$ cat config.mk
export PLATFORM = sky130hd
export DESIGN_NAME = int_prio_dispatch
export DESIGN_NICKNAME = d
export VERILOG_FILES = /design/src/rtl/int_prio_dispatch.sv
export SDC_FILE = /design/constraint.sdc
export NUM_CORES = 1
export LEC_CHECK = 0
export CAP_MARGIN = 20
export CORE_ASPECT_RATIO = 0.6
export CORE_MARGIN = 2
export CORE_UTILIZATION = 47
export CTS_BUF_LIST = sky130_fd_sc_hd__clkbuf_8 sky130_fd_sc_hd__clkbuf_16
export DETAILED_ROUTE_END_ITERATION = 10
export PLACE_DENSITY = 0.82
export RECOVER_POWER = 100
export SETUP_SLACK_MARGIN = 0.3
export SLEW_MARGIN = 25
export SYNTH_ARGS = -nofsm -noshare
export SYNTH_HDL_FRONTEND = slang
export SYNTH_SLANG_ARGS = --single-unit
$ cat constraint.sdc
create_clock -name clk -period 7.95 [get_ports clk]
set_input_delay 1.59 -clock clk [delete_from_list [all_inputs] [get_ports clk]]
set_output_delay 1.59 -clock clk [all_outputs]
set_load 0.02 [all_outputs]
$ cat src/rtl/int_prio_dispatch.sv
// Interrupt priority dispatcher: per-source priority/threshold filtering, a single
// CPU irq line and a claim/complete handshake over an 8-bit slave bus.

module int_prio_dispatch_regs #(
   parameter int N_SRC = 8
) (
   input  logic        clk,
   input  logic        rst,
   input  logic        wr_en,
   input  logic [1:0]  addr,
   input  logic [7:0]  wdata,
   output logic [15:0] prio,
   output logic        en,
   output logic [1:0]  thr
);

   // Priority fields of sources that do not exist stay zero.
   localparam logic [15:0] PRIO_MASK = 16'hFFFF >> (16 - 2 * N_SRC);

   always_ff @(posedge clk or posedge rst) begin
      if (rst) begin
         prio <= '0;
         en   <= 1'b0;
         thr  <= 2'd0;
      end else if (wr_en) begin
         case (addr)
            2'd0: prio[7:0]  <= wdata & PRIO_MASK[7:0];
            2'd1: prio[15:8] <= wdata & PRIO_MASK[15:8];
            2'd2: begin
               en  <= wdata[7];
               thr <= wdata[1:0];
            end
            default: ;
         endcase
      end
   end

endmodule

// state   | meaning
// IDLE    | no registered winner, irq low
// NOTIFY  | winner registered, irq high, waiting for a CLAIM read
// SERVICE | interrupt claimed, irq held low until matching CLAIM write
module int_prio_dispatch #(
   parameter int N_SRC = 8
) (
   input  logic             clk,
   input  logic             rst,
   input  logic [N_SRC-1:0] i_pend,
   output logic [N_SRC-1:0] o_clr,
   output logic             o_irq,
   input  logic             i_wb_cyc,
   input  logic [1:0]       i_wb_addr,
   input  logic [7:0]       i_wb_data,
   input  logic             i_wb_we,
   output logic [7:0]       o_wb_rdt,
   output logic             o_wb_ack
);

   typedef enum logic [1:0] {
      ST_IDLE    = 2'd0,
      ST_NOTIFY  = 2'd1,
      ST_SERVICE = 2'd2
   } state_t;

   state_t           state, state_nxt;
   logic [15:0]      prio;
   logic             en;
   logic [1:0]       thr;
   logic             acc, reg_wr, claim_rd, claim_wr, claim_take;
   logic             best_vld;
   logic [2:0]       best_id;
   logic [1:0]       best_prio, cur_prio;
   logic             win_vld;
   logic [2:0]       win_id;
   logic [2:0]       claim_id;
   logic [N_SRC-1:0] clr_nxt;

   assign acc        = i_wb_cyc & o_wb_ack;
   assign reg_wr     = acc & i_wb_we & (i_wb_addr != 2'd3);
   assign claim_wr   = acc & i_wb_we & (i_wb_addr == 2'd3);
   assign claim_rd   = acc & ~i_wb_we & (i_wb_addr == 2'd3);
   assign claim_take = claim_rd & (state == ST_NOTIFY) & win_vld;

   int_prio_dispatch_regs #(.N_SRC(N_SRC)) u_regs (
      .clk   (clk),
      .rst   (rst),
      .wr_en (reg_wr),
      .addr  (i_wb_addr),
      .wdata (i_wb_data),
      .prio  (prio),
      .en    (en),
      .thr   (thr)
   );

   // Strict '>' keeps the lowest index on equal priority.
   always_comb begin
      best_vld  = 1'b0;
      best_id   = 3'd0;
      best_prio = 2'd0;
      cur_prio  = 2'd0;
      for (int n = 0; n < N_SRC; n++) begin
         cur_prio = prio[2*n +: 2];
         if (i_pend[n] && en && (cur_prio > thr) && (cur_prio > best_prio)) begin
            best_vld  = 1'b1;
            best_id   = 3'(n);
            best_prio = cur_prio;
         end
      end
   end

   always_comb begin
      state_nxt = state;
      clr_nxt   = '0;
      case (state)
         ST_IDLE:
            if (win_vld) state_nxt = ST_NOTIFY;
         ST_NOTIFY:
            if (claim_take) begin
               state_nxt = ST_SERVICE;
               clr_nxt   = N_SRC'(1) << win_id;
            end else if (!win_vld) begin
               state_nxt = ST_IDLE;
            end
         ST_SERVICE:
            if (claim_wr && (i_wb_data[2:0] == claim_id)) state_nxt = ST_IDLE;
         default:
            state_nxt = ST_IDLE;
      endcase
   end

   always_comb begin
      o_wb_rdt = 8'h00;
      case (i_wb_addr)
         2'd0: o_wb_rdt = prio[7:0];
         2'd1: o_wb_rdt = prio[15:8];
         2'd2: o_wb_rdt = {en, 5'b0, thr};
         2'd3: if (state == ST_NOTIFY && win_vld) o_wb_rdt = {1'b1, 4'b0, win_id};
         default: ;
      endcase
   end

   always_ff @(posedge clk or posedge rst) begin
      if (rst) begin
         state    <= ST_IDLE;
         o_irq    <= 1'b0;
         o_clr    <= '0;
         o_wb_ack <= 1'b0;
         win_vld  <= 1'b0;
         win_id   <= 3'd0;
         claim_id <= 3'd0;
      end else begin
         state    <= state_nxt;
         o_irq    <= (state_nxt == ST_NOTIFY);
         o_clr    <= clr_nxt;
         o_wb_ack <= i_wb_cyc & ~o_wb_ack;
         win_vld  <= best_vld;
         win_id   <= best_id;
         if (claim_take) claim_id <= win_id;
      end
   end

endmodule

=== Yosys cells after proc, flatten, opt, wreduce, memory -nomap -nowiden ===
Index checks and enable logic that the tools add are counted.

* Reduce and logical (&&, ||, !) cells: 31
* Bitwise logic cells: 11
* Magnitude comparators: 16
* Muxes and demuxes: 31
* Shift-type cells: 1
* Equal/unequal tests: 8

{| class="wikitable"
|+ Operators by type and width
! kind !! count
|-
| one-hot mux 8 bit (4 select lines) || 1
|-
| > comparator 2 bit || 15
|-
| logical AND 1 bit || 26
|-
| two-way mux 8 bit || 3
|-
| two-way mux 2 bit || 11
|-
| two-way mux 3 bit || 6
|-
| AND 1 bit || 9
|-
| two-way mux 1 bit || 9
|-
| left shift 1 x 3 -> 8 bit, first input constant || 1
|-
| == test 2 x 1 -> 1 bit, second input constant || 3
|-
| == test 2 bit, second input constant || 3
|-
| one-hot mux 2 bit (3 select lines) || 1
|-
| AND reduction 2 bit || 3
|-
| logical NOT 2 bit || 2
|-
| == test 3 bit || 1
|-
| > comparator 2 x 1 -> 1 bit, second input constant || 1
|-
| != test 2 bit, second input constant || 1
|-
| inverter 1 bit || 2
|}

* Output and inout port bits: 18
* Logic and storage cells: 109
* Input port bits: 22
* Bits in registers: 38

=== Longest topological paths before layout ===
* Depth in word-level cells: 25
* Depth in mapped cells: 47
* Gate-level depth less buffers: 47

=== Modules after synthesis ===
A second synthesis with hierarchy kept.

* Cell total of the unflattened synthesis: 270
* Area, all modules: 2,597.5 µm²

{| class="wikitable"
|+ By module, submodules not included
! module !! sequential area each (µm²) !! area an instance (µm²) !! cells each !! times used
|-
| int_prio_dispatch || 475.5 || 1,866.8 || 228 || 1
|-
| int_prio_dispatch_regs || 475.5 || 730.7 || 42 || 1
|}

=== Worst setup path after synthesis ===
Ideal clock, no wire load.

* Path kind: input port to flip-flop
* From: in i_pend[0]
* To: reg win_vld
* Library setup time: 72 ps
* Stages: 43
* Arrival: 9,440 ps
* Data required time: 7,878 ps
* Path buffers: 0
* Path slack: -1,562 ps
* Cell sequence: o2111a_1 > nand2_1 > ha_1 > nor2b_1 > o22a_1 > nand2b_1 > mux2_2 > ha_1 > or2_2 > o2111ai_1 > a32oi_1 > or3_4 > nand2_1 > ha_1 > nor2_1 > nand3_1 > o22a_1 > a31oi_4 > [7 not listed] > nor2_1 > nand2_1 > nor4_1 > a311oi_2 > a21boi_2 > o21ai_2 > o21ai_0 > ha_1 > a22oi_1 > nand3_1 > nor3_1 > mux2i_1 > ha_1 > a22oi_1 > nand3_1 > nor3_1 > nor3_1 > nand4_1

* Cells in the longest elaborated chain, start to end: 25

{| class="wikitable"
|+ Ends and longest elaborated chain
! what !! line !! text
|-
| start, declared || 49 || <nowiki>input logic [N_SRC-1:0] i_pend,</nowiki>
|-
| logical AND 1 bit * (3 in a row) || 104 || <nowiki>if (i_pend[n] && en && (cur_prio > thr) && (cur_prio > best_prio)) begin</nowiki>
|-
| two-way mux 2 bit || 104 ||
|-
| > comparator 2 bit || 104 ||
|-
| logical AND 1 bit || 104 ||
|-
| two-way mux 2 bit || 104 ||
|-
| > comparator 2 bit || 104 ||
|-
| logical AND 1 bit || 104 ||
|-
| two-way mux 2 bit || 104 ||
|-
| [8 not listed] || -- ||
|-
| two-way mux 2 bit || 104 ||
|-
| > comparator 2 bit || 104 ||
|-
| logical AND 1 bit || 104 ||
|-
| two-way mux 2 bit || 104 ||
|-
| > comparator 2 bit || 104 ||
|-
| logical AND 1 bit || 104 ||
|-
| two-way mux 1 bit * || 104 ||
|-
| named net best_vld || 71 || <nowiki>logic best_vld;</nowiki>
|-
| end signal, assigned || 157 || <nowiki>win_vld <= best_vld;</nowiki>
|-
| end, declared || 74 || <nowiki>logic win_vld;</nowiki>
|}

Mark *: on every way through the listed nets, which the timed path passes. The rest lies on a longest branch.
A chain may end at the register's enable or synchronous reset.

=== Worst setup path in the final report ===
* From: in i_pend[0]
* To: reg win_id[0]

* Cells in the longest elaborated chain, start to end: 25

{| class="wikitable"
|+ Ends and longest elaborated chain
! what !! line !! text
|-
| logical AND 1 bit * (3 in a row) || 104 ||
|-
| two-way mux 2 bit * || 104 ||
|-
| > comparator 2 bit || 104 ||
|-
| logical AND 1 bit || 104 ||
|-
| two-way mux 2 bit || 104 ||
|-
| > comparator 2 bit || 104 ||
|-
| logical AND 1 bit || 104 ||
|-
| two-way mux 2 bit || 104 ||
|-
| [8 not listed] || -- ||
|-
| two-way mux 2 bit || 104 ||
|-
| > comparator 2 bit || 104 ||
|-
| logical AND 1 bit || 104 ||
|-
| two-way mux 2 bit || 104 ||
|-
| > comparator 2 bit || 104 ||
|-
| logical AND 1 bit || 104 ||
|-
| two-way mux 3 bit * || 104 ||
|-
| named net best_id[0] || 72 || <nowiki>logic [2:0] best_id;</nowiki>
|-
| end signal, assigned || 158 || <nowiki>win_id <= best_id;</nowiki>
|-
| end, declared || 75 || <nowiki>logic [2:0] win_id;</nowiki>
|}

Marked as above.

==> summary.md <==
| Metric | Value |
|---|---|
| Initial Util | around 50% |
| Initial antenna violation count | 0 |
| # diodes | 0 |
| Commonest non-fill, non-tap cell in the layout | dfrtp_1 |
| CP Capture Type | register |
| Final min period | 8.76 ns |
| Synth area leader | dfrtp_1 |
| Actual slew at the worst max-slew pin | about 2.0 ns |
| RSZ-0062 raised after global routing | true |
| Slew HR | -32.3% |
| Syn Nets | approximately 330 |
| R2r setup slk | -0.31 ns |
| H-tree levels | 2 |
| Port Buffer Count | 39 |
| Vias in the first global route | around 2400 |
| Synthesis-to-finish area growth | 42.9% |
| Total CTS buffers | 5 |
| Met3 GRT Util | under 10% |
| GR met1 Demand/Resource | approximately 33% |
| Period utilisation layout | 110% |
| Final std cells w/o fill | ~430 |
| Largest net degree at the start of global routing | 39 |
| Share of synthesized flip-flops with an asynchronous set or reset | 100% |
| DR pass1 iterations | 8 |
| Placed insts | just over 400 |
| Synth area leaders | dfrtp_1 37%, ha_1 13%, mux2_2 5.2%, nand2_1 4.8%, o21ai_0 3.5% |
| Sequential area share after synthesis | 36.7% |
| Routed vias/inst | 5.87 |
| Pre-CTS WS | -1.61 ns |
| HP Class | reg -> reg |
| Most Used Layer, Global Route | met2 |
| Synthesized instance count | 280 |
| Power Total | between 0.001 and 0.0015 W |
| Grt ovf | 0 |
| Die ar. | between 6000 and 7000 um^2 |
| Most used cell, CP | ha_4 |
| Top Ports | 40 |
| Max Transition Viols Final | 39 |
| GPL Wtd Cong | between 0.9 and 1 |
| Max_cap viols | 1 |
| Status | finished with violations |
| Final hold slack | ~0.48 ns |
| ANT nets after route | 0 |
| CTS sink cnt | 38 |
| Critical-path top delay cell | or3_4 |
| Synth unique cells | 54 |
| EDFF count, synth | 0 |
| Crit Path Category | in -> reg |
| Root buf cell | clkbuf_8 |
| Slowest Stage Delay on Critical Path | approximately 0.37 ns |
| # rows | 20 |
| GR Util All Layers | 25.4% |
| Worst-path clk slew | approximately 0.08 ns |
| Die Width | 99.9 um |
| CP Launch Type | input pin |
| Vias | about 2500 |
| Failing checks | design-rule violations, max-capacitance violations, max-slew violations, negative setup slack |
| Final Worst Setup Slack | -0.812 ns |
| Initial DRC count | between 150 and 200 |
| Core Footprint | between 5000 and 6000 um^2 |
| Buffer depth of the longest clock path | 2 |
| WL/cell | roughly 18 um |
| Top cell type's share of synthesized area | a little over a third |
| Most frequent cells in the layout | 38 x dfrtp_1, 37 x buf_4, 30 x nand2_1 |
| Critical path data required time | about 8.2 ns |
| Synthesized area | roughly 2600 um^2 |
| DRC violations left | 1 |
| Setup TNS Final | -3.16 ns |
| Clock skew | 0.00596 ns |
| Peak Freq | 114 MHz |
| First-pass GRT wire length | between 10000 and 15000 um |
| Later-pin clock latency in the skew report | around 0.3 ns |
| Final setup vio count | 4 |
| Mean area per synthesized cell | just over 9 um^2 |
| Ratio of cells with drive above 1 in the final layout | between 20 and 30% |
| CP arrival | 8.99 ns |
| Crit path max fanout | 4 |
| Cell Pwr Density | approximately 270 nW/um^2 |
| Grt met2 use | ~42% |
| Final HPWL DP | about 5300 um |
| Routed wire length | between 7000 and 8000 um |
| Final nets | approximately 400 |
| #FFs+latches synth | 38 |
| Die Y-Extent | around 62 um |
| YS warnings | 0 |
| Post-synth top flop | dfrtp_1 |
| Worst ir drop on vdd | ~0.13 mV |
| CTS tree | yes |
| Leakage | between 1.5 and 2 nW |
| Fin. Hold Viols | 0 |
layer usage:
layer	vias up	routed length [um]
li1	1153	-
met1	1194	3350
met2	121	3480
met3	27	590
met4	0	272
met5	-	0
flip-flops by register name, indices dropped and copies added (netlist names):
register,flops
win_vld,1
o_wb_ack,1
state,2
o_clr,8
u_regs.thr,2
win_id,3
u_regs.prio,16
claim_id,3
o_irq,1
u_regs.en,1
Yosys cell counts, types with 5 or more instances:
cell and count:
clkbuf_1 6, o21ai_0 18, nor3_1 13, nand2_1 33, mux2_2 12, nor2b_1 9, dfrtp_1 38, mux2i_1 5
ha_1 26, inv_1 24, nand2b_1 5, nand3_1 7, nor2_1 17, a21oi_1 12
cell type report:
type	count	area [um^2]
inverter	24	90.1
tap	66	82.6
fill	365	1470
clock buffer	5	68.8
sequential	38	951
clock inverter	3	68.8
timing repair buffer	78	677
multi-input combinational	211	1770
critical path: cells and delay by family:
kind,cells,cell delay [ns]
buf+inv,1,0.06
mux,2,0.60
fa+ha+maj,7,1.74
compound gates,15,2.34
simple gates,18,2.64
kinds of logic (layout without fill, tap and decap cells):
logic type | Yosys count | in the layout | synth area share [%]
buffers and inverters | 31 | 110 | 4.78
XOR/XNOR | 3 | 3 | 1.01
adder cells (fa/ha/maj) | 27 | 27 | 12.9
multiplexers | 17 | 17 | 7.14
flip-flops | 38 | 38 | 36.7
AO/OA/AOI/OAI | 60 | 60 | 16.9
AND/OR/NAND/NOR | 104 | 104 | 20.6
final timing paths:
path | depth (start not counted) | startpoint | endpoint
worst max-delay path | 43 | i_pend[0] | win_id[0]
worst min-delay path | 1 | o_wb_ack | o_wb_ack
worst max register to register | 44 | u_regs.prio[1] | win_id[0]
worst min register to register | 1 | o_wb_ack | o_wb_ack
max in group asynchronous | 3 | rst | u_regs.prio[1]
min in group asynchronous | 3 | rst | u_regs.prio[13]
report_power, final:
group / switching (W) / internal, W
sequential: 0.0000410 / 0.000231
combinational: 0.000281 / 0.000263
clock: 0.0000761 / 0.000126
repair_timing:
| action | in CTS | in global routing |
|---|---|---|
| hold buffers | 0 | 0 |
| setup buffers | 8 | 3 |
| pin swaps | 31 | 26 |
| gates resized for setup | 16 | 18 |
| setup endpoints to repair | 4 | 4 |
per-stage QoR:
stage                     instance area (um^2)  utilization (%)
final                                     3710             71.5
after global routing                      3710             71.5
after CTS                                 3580             69.0
after detailed placement                  3320             64.1
after global placement                    3320             64.1
after floorplan                           2670                -
Note: power is estimated with default switching activity, not from simulation.
